<file path="src/rtl/fl_frame_arbiter.sv">
`default_nettype none
// ============================================================================
// Module   : fl_frame_arbiter
// Purpose  : Frame-granular round-robin arbiter merging PORTS FrameLink
//            input streams onto one FrameLink output. A granted frame is
//            never interleaved with another. FrameLink controls are active-low.
// Options  : FL_FRAME_ARBITER_STATS_EN adds per-port completed-frame counters
//            on FRAME_CNT; otherwise FRAME_CNT is tied to zero.
// Revision : 1.0 - initial release
// ============================================================================
module fl_frame_arbiter #(
    parameter int  DATA_WIDTH = 64,
    parameter int  PORTS      = 4,
    localparam int REM_WIDTH  = $clog2(DATA_WIDTH / 8)
) (
    input  logic                        CLK,
    input  logic                        RESET,
    input  logic [PORTS*DATA_WIDTH-1:0] RX_DATA,
    input  logic [PORTS*REM_WIDTH-1:0]  RX_REM,
    input  logic [PORTS-1:0]            RX_SOF_N,
    input  logic [PORTS-1:0]            RX_EOF_N,
    input  logic [PORTS-1:0]            RX_SOP_N,
    input  logic [PORTS-1:0]            RX_EOP_N,
    input  logic [PORTS-1:0]            RX_SRC_RDY_N,
    output logic [PORTS-1:0]            RX_DST_RDY_N,
    output logic [DATA_WIDTH-1:0]       TX_DATA,
    output logic [REM_WIDTH-1:0]        TX_REM,
    output logic                        TX_SOF_N,
    output logic                        TX_EOF_N,
    output logic                        TX_SOP_N,
    output logic                        TX_EOP_N,
    output logic                        TX_SRC_RDY_N,
    input  logic                        TX_DST_RDY_N,
    output logic [PORTS*32-1:0]         FRAME_CNT
);

    localparam int GW = $clog2(PORTS);

    localparam logic [0:0] ST_IDLE   = 1'b0;
    localparam logic [0:0] ST_LOCKED = 1'b1;

    logic [0:0]            state;
    logic [GW-1:0]         grant;
    logic [GW-1:0]         last;
    logic [GW-1:0]         pick;
    logic                  found;
    logic                  locked;
    logic                  xfer;
    logic                  frame_end;
    logic [PORTS-1:0]      req;
    logic [DATA_WIDTH-1:0] data_arr [PORTS];
    logic [REM_WIDTH-1:0]  rem_arr  [PORTS];

    // Unpack the flat per-port buses so the output mux can index by grant.
    generate
        for (genvar i = 0; i < PORTS; i++) begin : g_slice
            assign data_arr[i] = RX_DATA[i*DATA_WIDTH +: DATA_WIDTH];
            assign rem_arr[i]  = RX_REM[i*REM_WIDTH +: REM_WIDTH];
        end
    endgenerate

    assign req       = ~RX_SRC_RDY_N;
    assign locked    = (state == ST_LOCKED);
    assign xfer      = locked & ~RX_SRC_RDY_N[grant] & ~TX_DST_RDY_N;
    assign frame_end = xfer & ~RX_EOF_N[grant];

    // Round-robin pick: first requester scanning last+1, last+2, ... with wrap.
    always_comb begin
        int cand;
        found = 1'b0;
        pick  = '0;
        cand  = 0;
        for (int k = 1; k <= PORTS; k++) begin
            cand = (int'(last) + k) % PORTS;
            if (!found && req[cand[GW-1:0]]) begin
                found = 1'b1;
                pick  = cand[GW-1:0];
            end
        end
    end

    // Output mux: granted slice passes straight through; idle drives inactive.
    always_comb begin
        TX_DATA      = '0;
        TX_REM       = '0;
        TX_SOF_N     = 1'b1;
        TX_EOF_N     = 1'b1;
        TX_SOP_N     = 1'b1;
        TX_EOP_N     = 1'b1;
        TX_SRC_RDY_N = 1'b1;
        RX_DST_RDY_N = '1;
        if (locked) begin
            TX_DATA             = data_arr[grant];
            TX_REM              = rem_arr[grant];
            TX_SOF_N            = RX_SOF_N[grant];
            TX_EOF_N            = RX_EOF_N[grant];
            TX_SOP_N            = RX_SOP_N[grant];
            TX_EOP_N            = RX_EOP_N[grant];
            TX_SRC_RDY_N        = RX_SRC_RDY_N[grant];
            RX_DST_RDY_N[grant] = TX_DST_RDY_N;
        end
    end

    // Arbitration FSM: lock on a winner, release only on the granted EOF beat.
    always_ff @(posedge CLK) begin
        if (RESET) begin
            state <= ST_IDLE;
            grant <= '0;
            last  <= GW'(PORTS - 1);
        end else begin
            case (state)
                ST_IDLE: begin
                    if (found) begin
                        grant <= pick;
                        state <= ST_LOCKED;
                    end
                end
                ST_LOCKED: begin
                    if (frame_end) begin
                        last  <= grant;
                        state <= ST_IDLE;
                    end
                end
                default: state <= ST_IDLE;
            endcase
        end
    end

`ifdef FL_FRAME_ARBITER_STATS_EN
    logic [31:0] frame_cnt [PORTS];

    // Completed-frame counters, wrapping naturally at 32 bits.
    always_ff @(posedge CLK) begin
        if (RESET) begin
            for (int i = 0; i < PORTS; i++) begin
                frame_cnt[i] <= '0;
            end
        end else if (frame_end) begin
            frame_cnt[grant] <= frame_cnt[grant] + 32'd1;
        end
    end

    generate
        for (genvar i = 0; i < PORTS; i++) begin : g_cnt_out
            assign FRAME_CNT[32*i +: 32] = frame_cnt[i];
        end
    endgenerate
`else
    assign FRAME_CNT = '0;
`endif

endmodule
`default_nettype wire

</file>
<file path="config.mk">
export PLATFORM = sky130hd
export DESIGN_NAME = fl_frame_arbiter
export DESIGN_NICKNAME = d
export VERILOG_FILES = /design/src/rtl/fl_frame_arbiter.sv
export SDC_FILE = /design/constraint.sdc
export NUM_CORES = 1
export LEC_CHECK = 0
export BUFFER_PORTS_ARGS = -buffer_cell sky130_fd_sc_hd__buf_2
export CAP_MARGIN = 0
export CORE_AREA = 10 10 186 188
export DETAILED_ROUTE_END_ITERATION = 16
export DIE_AREA = 0 0 196 198
export SLEW_MARGIN = 10
export SYNTH_ARGS = -nofsm -noshare
export SYNTH_HDL_FRONTEND = slang
export SYNTH_SLANG_ARGS = --single-unit
</file>
<file path="constraint.sdc">
create_clock -name CLK -period 1.7 [get_ports CLK]
set_clock_uncertainty 0.05 [all_clocks]
set_input_delay 0.085 -clock CLK [delete_from_list [all_inputs] [get_ports CLK]]
set_output_delay 0.085 -clock CLK [all_outputs]
set_load 0.03 [all_outputs]
</file>
==> results of run 1 <==
-- through the flow --
step / worst slack (ns) / instance area (µm²)
finish: -0.204 / 6060
detailed placement: -0.0401 / 5530
global route: -0.244 / 6060
CTS: -0.217 / 6010
floorplan: 0.0814 / 4030
global placement: -0.0319 / 5530
-- cell type report --
cell class,instances,area share (%)
Multi-Input combinational cell,314,47.8
Timing Repair Buffer,395,40.6
Tap cell,402,8.29
Sequential cell,5,1.79
Clock buffer,4,1.30
Inverter,3,0.186
-- power breakdown --
| part | switching [mW] | leakage [nW] | internal, mW |
|---|---|---|---|
| Clock | 0.0700 | 0.0382 | 0.310 |
| Sequential | 0.0321 | 0.0428 | 0.133 |
| Combinational | 1.49 | 2.91 | 1.26 |
| Total | 1.59 | 2.99 | 1.71 |
-- critical path, cell delays in order (launching register included) --
cell	delay (ns)
dfxtp_4	0.36
buf_12	0.15
buf_4	0.15
mux4_2	0.54
and2_1	0.18
buf_4	0.16
-- cell families after synthesis --
family          after synthesis
simple gates                 93
other cells                   1
buf+inv                     159
mux                          73
flops                         5
compound gates               20
-- synthesized netlist by cell type (all sizes together) --
library cell,n
a2111oi,1
a211o,2
a211oi,1
a21o,1
a21oi,5
a311oi,1
a31oi,1
a32oi,1
a41oi,1
and2,67
buf,147
clkbuf,9
conb,1
dfxtp,5
inv,3
mux2i,1
mux4,72
nand2,3
nand2b,6
nand3,2
nand3b,1
nor2,7
nor2b,1
nor3,2
nor3b,1
o21ai,4
o21bai,1
o311a,1
or3,2
or3b,1
-- repair_timing --
item / CTS / global route
setup endpoints to repair: 71 / 72
buffers inserted: 3 / 3
resized for setup: 125 / 2
cloned: 0 / 1
pin swaps: 0 / 0
-- cells in the final DEF (no fill, tap or decap), types with 2 or more instances in the layout --
cell type,netlist,routed
dfxtp_1,5,2
or3_1,2,2
mux4_2,71,71
buf_4,134,41
a211o_1,2,2
and2_1,67,40
buf_2,11,308
o21ai_0,4,4
nor3_1,2,2
buf_6,1,36
nand2_1,3,3
conb_1,1,128
and2_4,0,27
nand2b_4,0,3
nand3_1,2,2
nand2b_1,6,3
inv_1,3,3
nor2_1,7,7
buf_12,0,7
clkbuf_16,0,4
dfxtp_4,0,2
a21oi_1,5,5
-- flip-flops by register name, indices dropped and copies added, names as in the netlist --
register and flops:
grant 2, locked 1, last 2
-- worst paths after layout --
check,cells past startpoint,slack (ns),to
setup / recovery,5,-0.20,TX_DATA[48]
hold / removal,2,0.05,grant[1]$_SDFFE_PP0P_
setup reg to reg,6,0.11,locked$_SDFF_PP0_
hold reg to reg,2,0.55,last[1]$_SDFFE_PP1P_
-- per-layer routing --
| layer | wire [µm] | up-vias |
|---|---|---|
| li1 | - | 1772 |
| met1 | 8010 | 1924 |
| met2 | 10500 | 297 |
| met3 | 2160 | 8 |
| met4 | 95 | 0 |
| met5 | 0 | - |
==> results.py, run 1 <==
metrics = {
    "synthesis": {
        "synth_top_family_by_area": "multiplexers",
        "ys_ff_latch": 5,
        "synth_largest_area_cell": "mux4_2",
        "yosys.area_share.simple_pct": 15.7,
        "synth-xor-area-share_pct": 0,
        "synthTopCellsByArea": "mux4_2, buf_4, and2_1, dfxtp_1, buf_2",
        "synth_fa_ha_area_share_pct": 0,
        "ys_seq_area_share_pct": 2.82,
        "synth_compound_area_share_pct": 3.87,
        "syn_area_um2": 3550,
        "yosys-mux-area-fraction_pct": 46.0,
        "synth_cell_types": 34,
        "yosysWarnings": 0,
        "netlist.area_leader.share_pct": 45.0,
        "syn_inst": 351,
        "syn_area_per_cell_um2": 10.1,
    },
    "layout": {
        "seq_area_um2": 109,
        "final_util_pct": 19.5,
        "multiInputGateArea_um2": 2900,
        "syn2layout_area_growth_pct": 70.6,
        "n_fill_cell": 3492,
        "stdcell_count": 1123,
        "nets": 1013,
        "drive_above_1_share_pct": 69.8,
        "n_antenna_cell": 0,
    },
    "clock_network": {
        "clk_pin_slew_worst_paths_ns": 0.03,
        "clk-insertion-delay-late_ns": 0.22,
        "cts_buffer_depth": 2,
        "cts_hold_buf": 0,
        "cts_sinks": 5,
        "cts_tree": "built",
        "root_buffer": "clkbuf_16",
        "cts_made_buffers": 3,
        "htreeDepth": 1,
    },
    "grt": {
        "grt_use_met2_pct": 16.4,
        "grt_max_degree": 40,
        "grtUsageMet3_pct": 3.08,
        "use_met1_pct": 11.1,
        "track_usage_pct": 9.29,
        "grt_pass1_vias": 4560,
        "top_usage_layer": "met2",
        "grt-ovfl-total": 0,
        "antenna_found_initial": 0,
        "grt_pass1_wl_mm": 28.3,
    },
    "setup_path": {
        "rr_startpoint": "grant[0]$_SDFFE_PP0P_",
        "crit_type": "reg2out",
        "cp_max_fo": 12,
        "startpoint_type": "register",
        "critical_path_arrival_ns": 1.77,
        "crit_required_ns": 1.56,
        "crit_path_start": "grant[0]$_SDFFE_PP0P_",
        "cp-end-kind": "primary output",
    },
    "sta": {
        "finalWorstSetupSlack_ns": -0.204,
        "min_period_ns": 1.90,
        "tns_ns": -9.98,
        "drv_slew": 0,
        "period_share_pct": 112,
        "holdWs_ns": 0.0472,
        "fmax_ghz": 0.525,
        "setup_violations": 72,
        "rsz0062_at_grt": "true",
        "hold_viol": 0,
    },
    "detailed_routing": {
        "detail_route.first_pass.iterations": 4,
        "drtAntennaViolNets": 0,
        "drt_wl_total_mm": 20.7,
        "drt_iter0_drc": 157,
        "post_drt_wl_per_cell_um": 18.5,
        "vias": 4001,
        "drt-vias-per-instance": 3.56,
        "drc": 0,
    },
    "power": {
        "p_leak_nw": 2.99,
        "total_power_mw": 3.29,
        "irDropWorstVdd_v": 0.000567,
        "power.density_nw_per_um2": 543,
    },
    "floorplanning": {
        "ioPinCount": 495,
        "die_area_um2": 38800,
        "die_h_um": 198,
        "start_util_pct": 11.4,
        "core_um2": 31100,
        "std_cell_rows": 65,
        "fp.dieW_um": 196,
    },
    "place": {
        "numPlacedInstances": 1112,
        "place_hpwl_mm": 18.6,
        "io_buffers": 366,
        "place_congestion": 0.860,
    },
    "min_path": {
        "min_path_type": "in2reg",
        "min-delay-start": "RESET",
    },
    "status": {
        "status": "complete, but fails checks",
        "violations": "setup timing",
    },
    "job": {
        "max-cap-violations": 0,
    },
}
Power figures use the tool's default switching activity.
==> inputs of run 2 (changes only) <==
==> constraint.sdc (replaced) <==
create_clock -name CLK -period 1.7 [get_ports CLK]
set_clock_uncertainty 0.05 [all_clocks]
set_input_delay 0.34 -clock CLK [delete_from_list [all_inputs] [get_ports CLK]]
set_output_delay 0.34 -clock CLK [all_outputs]
set_load 0.03 [all_outputs]
==> results.py, run 2 (synthesis results as in run 1) <==
metrics = {
    "sta": {
        "tns_ns": -32.30,
        "setup_violations": 76,
        "fmax_ghz": 0.457,
        "finalWorstSetupSlack_ns": -0.490,
        "drv_slew": 0,
        "period_share_pct": 129,
        "min_period_ns": 2.19,
        "rsz0062_at_grt": "true",
        "holdWs_ns": 0.294,
        "hold_viol": 0,
    },
    "layout": {
        "syn2layout_area_growth_pct": 65.3,
        "n_fill_cell": 3504,
        "drive_above_1_share_pct": 74.5,
        "layout_commonest_cell": "buf_2",
        "final_cell_mix": "buf_2, conb_1, mux4_2",
        "multiInputGateArea_um2": 2920,
        "nets": 1013,
        "final_util_pct": 18.9,
        "seq_area_um2": 109,
    },
    "detailed_routing": {
        "wl_met1_mm": 7.91,
        "dr_wl_met2_mm": 10.9,
        "post_drt_wl_per_cell_um": 18.8,
        "drt-vias-per-instance": 3.55,
        "wl_met3_mm": 2.21,
        "detail_route.first_pass.iterations": 5,
        "drt_iter0_drc": 167,
        "drt_wl_total_mm": 21.2,
        "routed.top_layer": "met5",
        "drc": 0,
        "vias": 3993,
        "drtAntennaViolNets": 0,
    },
    "power": {
        "p_leak_nw": 2.94,
        "irDropWorstVdd_v": 0.000319,
        "power.density_nw_per_um2": 536,
    },
    "floorplanning": {
        "fp.dieW_um": 196,
        "die_h_um": 198,
        "std_cell_rows": 65,
        "die_area_um2": 38800,
        "start_util_pct": 11.4,
        "ioPinCount": 495,
        "core_um2": 31100,
    },
    "clock_network": {
        "cts_sinks": 5,
        "root_buffer": "clkbuf_16",
        "clk-insertion-delay-late_ns": 0.23,
        "clk_pin_slew_worst_paths_ns": 0.04,
        "cts_tree": "built",
        "cts_buffer_depth": 2,
        "cts_hold_buf": 0,
        "htreeDepth": 1,
        "cts_made_buffers": 3,
    },
    "setup_path": {
        "startpoint_type": "register",
        "r2r_slack_ns": 0.09,
        "rr_startpoint": "grant[0]$_SDFFE_PP0P_",
        "crit_type": "reg2out",
        "reg2reg_depth": 6,
        "cp-end-kind": "primary output",
        "cp_max_fo": 14,
        "rr_endpoint": "locked$_SDFF_PP0_",
        "critical_path_arrival_ns": 1.80,
        "crit_required_ns": 1.31,
    },
    "min_path": {
        "min_path_type": "in2reg",
        "hold_depth": 2,
        "min-delay-start": "RESET",
        "hold_end": "grant[1]$_SDFFE_PP0P_",
    },
    "status": {
        "status": "complete, but fails checks",
        "violations": "setup timing",
    },
    "job": {
        "max-cap-violations": 0,
    },
    "place": {
        "io_buffers": 366,
        "place_hpwl_mm": 19.3,
        "place_congestion": 0.914,
    },
    "grt": {
        "grt-ovfl-total": 0,
        "grt_pass1_wl_mm": 28.9,
        "antenna_found_initial": 6,
        "grt_pass1_vias": 4306,
        "track_usage_pct": 9.62,
        "grt_max_degree": 39,
    },
}
==> run 2: worst max-delay path by stage <==
stage,depth (start not counted),startpoint,slack [ns],end
2_1_floorplan,3,grant[0]$_SDFFE_PP0P_,-0.09,TX_EOP_N
3_3_place_gp,5,grant[0]$_SDFFE_PP0P_,-0.32,TX_DATA[51]
3_5_place_dp,5,grant[0]$_SDFFE_PP0P_,-0.30,TX_DATA[51]
4_1_cts,5,grant[0]$_SDFFE_PP0P_,-0.52,TX_DATA[51]
5_1_grt,4,grant[0]$_SDFFE_PP0P_,-0.55,TX_DATA[20]
6_report,5,grant[0]$_SDFFE_PP0P_,-0.49,TX_DATA[51]
==> run 2: final cells by class <==
type,instances,share of cell area (%)
diodes,2,0.0852
well taps,402,8.56
clock buffers,4,1.34
repair buffers,395,38.2
flip-flops and latches,5,1.85
multi-input cells,314,49.7
inverters,3,0.192
==> run 2: critical path, stage by stage, from the launching register on <==
cell	delay [ns]
dfxtp_4	0.36
buf_12	0.16
buf_4	0.15
mux4_2	0.51
and2_2	0.21
buf_4	0.16
==> run 2: report_power, final <==
part	switching [mW]	internal, mW
Combinational	1.45	1.14
Clock	0.0853	0.312
Sequential	0.0249	0.133
Total	1.56	1.59
==> run 2: stage by stage <==
stage	power (mW)	instances	worst slack, ns	cell area, µm²
floorplan	2.09	478	-0.0899	4160
global route	3.32	1123	-0.552	5870
finish	3.15	1125	-0.490	5880
detailed placement	2.65	1117	-0.305	5640
CTS	3.15	1122	-0.523	5850
global placement	2.62	1117	-0.315	5640
==> run 2: what timing repair did <==
| item | 4_1_cts | 5_1_grt |
|---|---|---|
| setup endpoints to repair | 77 | 78 |
| resized for setup | 48 | 3 |
| setup buffers | 1 | 1 |
==> run 2: layer usage <==
| metal | vias up | track usage [%] |
|---|---|---|
| met5 | - | 0 |
| met4 | 6 | 0.848 |
| met3 | 18 | 3.75 |
| li1 | 1773 | - |
| met1 | 1925 | 11.2 |
| met2 | 271 | 16.8 |
==> inputs of run 3 (changes only) <==
- clock period: 1.7 -> 2.32 ns (I/O delays scaled with it)
==> results.py, run 3 (synthesis results as in run 1) <==
metrics = {
    "grt": {
        "track_usage_pct": 9.05,
        "use_met1_pct": 11.3,
        "top_usage_layer": "met2",
        "grt_max_degree": 42,
        "grt-ovfl-total": 0,
        "grt_pass1_wl_mm": 27.5,
        "antenna_found_initial": 0,
        "grt_pass1_vias": 4348,
        "grt_use_met2_pct": 15.5,
        "grtUsageMet3_pct": 2.88,
    },
    "layout": {
        "nets": 1013,
        "drive_above_1_share_pct": 67.0,
        "seq_area_um2": 109,
        "n_antenna_cell": 0,
        "stdcell_area_um2": 5880,
        "final_cell_mix": "buf_2, conb_1, mux4_2",
        "final_util_pct": 18.9,
        "syn2layout_area_growth_pct": 65.5,
        "multiInputGateArea_um2": 2840,
        "layout_commonest_cell": "buf_2",
        "n_fill_cell": 3499,
    },
    "clock_network": {
        "cts_buffer_depth": 2,
        "clk_pin_slew_worst_paths_ns": 0.03,
        "htreeDepth": 1,
        "cts_made_buffers": 3,
        "cts_sinks": 5,
        "root_buffer": "clkbuf_16",
        "cts_hold_buf": 0,
        "clk-insertion-delay-late_ns": 0.23,
        "cts_tree": "built",
    },
    "min_path": {
        "min_path_type": "in2reg",
        "hold_depth": 2,
    },
    "detailed_routing": {
        "drt_iter0_drc": 163,
        "drtAntennaViolNets": 0,
        "drc": 0,
        "drt_wl_total_mm": 21.4,
        "post_drt_wl_per_cell_um": 19.1,
        "vias": 4014,
        "detail_route.first_pass.iterations": 4,
        "drt-vias-per-instance": 3.57,
    },
    "setup_path": {
        "reg2reg_depth": 6,
        "cp-end-kind": "primary output",
        "crit_required_ns": 1.81,
        "crit_type": "reg2out",
        "startpoint_type": "register",
        "critical_path_arrival_ns": 1.79,
        "cp_max_fo": 11,
    },
    "power": {
        "power.density_nw_per_um2": 397,
        "total_power_mw": 2.34,
        "p_leak_nw": 2.93,
        "irDropWorstVdd_v": 0.000468,
    },
    "sta": {
        "fmax_ghz": 0.433,
        "drv_slew": 0,
        "setup_violations": 0,
        "min_period_ns": 2.31,
        "period_share_pct": 99.5,
        "rsz0062_at_grt": "true",
        "holdWs_ns": 0.425,
        "hold_viol": 0,
        "finalWorstSetupSlack_ns": 0.0114,
    },
    "floorplanning": {
        "ioPinCount": 495,
        "std_cell_rows": 65,
        "fp.dieW_um": 196,
        "die_area_um2": 38800,
        "start_util_pct": 11.4,
        "die_h_um": 198,
        "core_um2": 31100,
    },
    "place": {
        "place_congestion": 0.848,
        "post-place-ws_ns": 0.161,
        "io_buffers": 366,
        "placed_area_um2": 5430,
        "place_hpwl_mm": 18.2,
    },
    "status": {
        "status": "finished, final reports clean",
    },
    "job": {
        "max-cap-violations": 0,
    },
}
run 3: metrics by stage:
stage | std cells | TNS [ns]
2_1_floorplan | 478 | 0
3_3_place_gp | 1103 | 0
3_5_place_dp | 1103 | 0
4_1_cts | 1107 | -0.449
5_1_grt | 1123 | -0.185
6_report | 1123 | 0
run 3: area by class of cell:
| cell class | count | area share (%) |
|---|---|---|
| Multi-Input combinational cell | 314 | 48.2 |
| Timing Repair Buffer | 395 | 39.9 |
| Tap cell | 402 | 8.55 |
| Sequential cell | 5 | 1.85 |
| Clock buffer | 4 | 1.34 |
| Inverter | 3 | 0.191 |
run 3: worst paths after layout:
kind / to / startpoint / slack (ns)
hold / removal: grant[1]$_SDFFE_PP0P_ / RESET / 0.42
setup / recovery: TX_SOF_N / grant[0]$_SDFFE_PP0P_ / 0.01
setup reg to reg: locked$_SDFF_PP0_ / grant[0]$_SDFFE_PP0P_ / 0.67
hold reg to reg: last[1]$_SDFFE_PP1P_ / last[1]$_SDFFE_PP1P_ / 0.54
run 3: repair_timing:
| action | in CTS | in global routing |
|---|---|---|
| pin swaps | 0 | 0 |
| setup endpoints to repair | 29 | 58 |
| buffers inserted | 0 | 9 |
| cloned | 0 | 7 |
| gates resized for setup | 31 | 26 |
run 3: report_power, final:
group / internal, mW / switching (mW) / total [mW]
Sequential: 0.0974 / 0.0192 / 0.117
Combinational: 0.843 / 1.09 / 1.94
Clock: 0.228 / 0.0553 / 0.283
run 3: worst max-delay path, cell delays in order (launching register included):
cell and delay, ns:
dfxtp_4 0.38, buf_12 0.16, buf_6 0.13, mux4_2 0.52
nand2b_1 0.19, buf_6 0.16
run 3: metal layers:
metal | up-vias | part of all wire (%) | wire length, µm
li1 | 1776 | - | -
met1 | 1974 | 41 | 8810
met2 | 262 | 50 | 10700
met3 | 2 | 8.9 | 1900
met4 | 0 | 0.16 | 35
met5 | - | 0 | 0
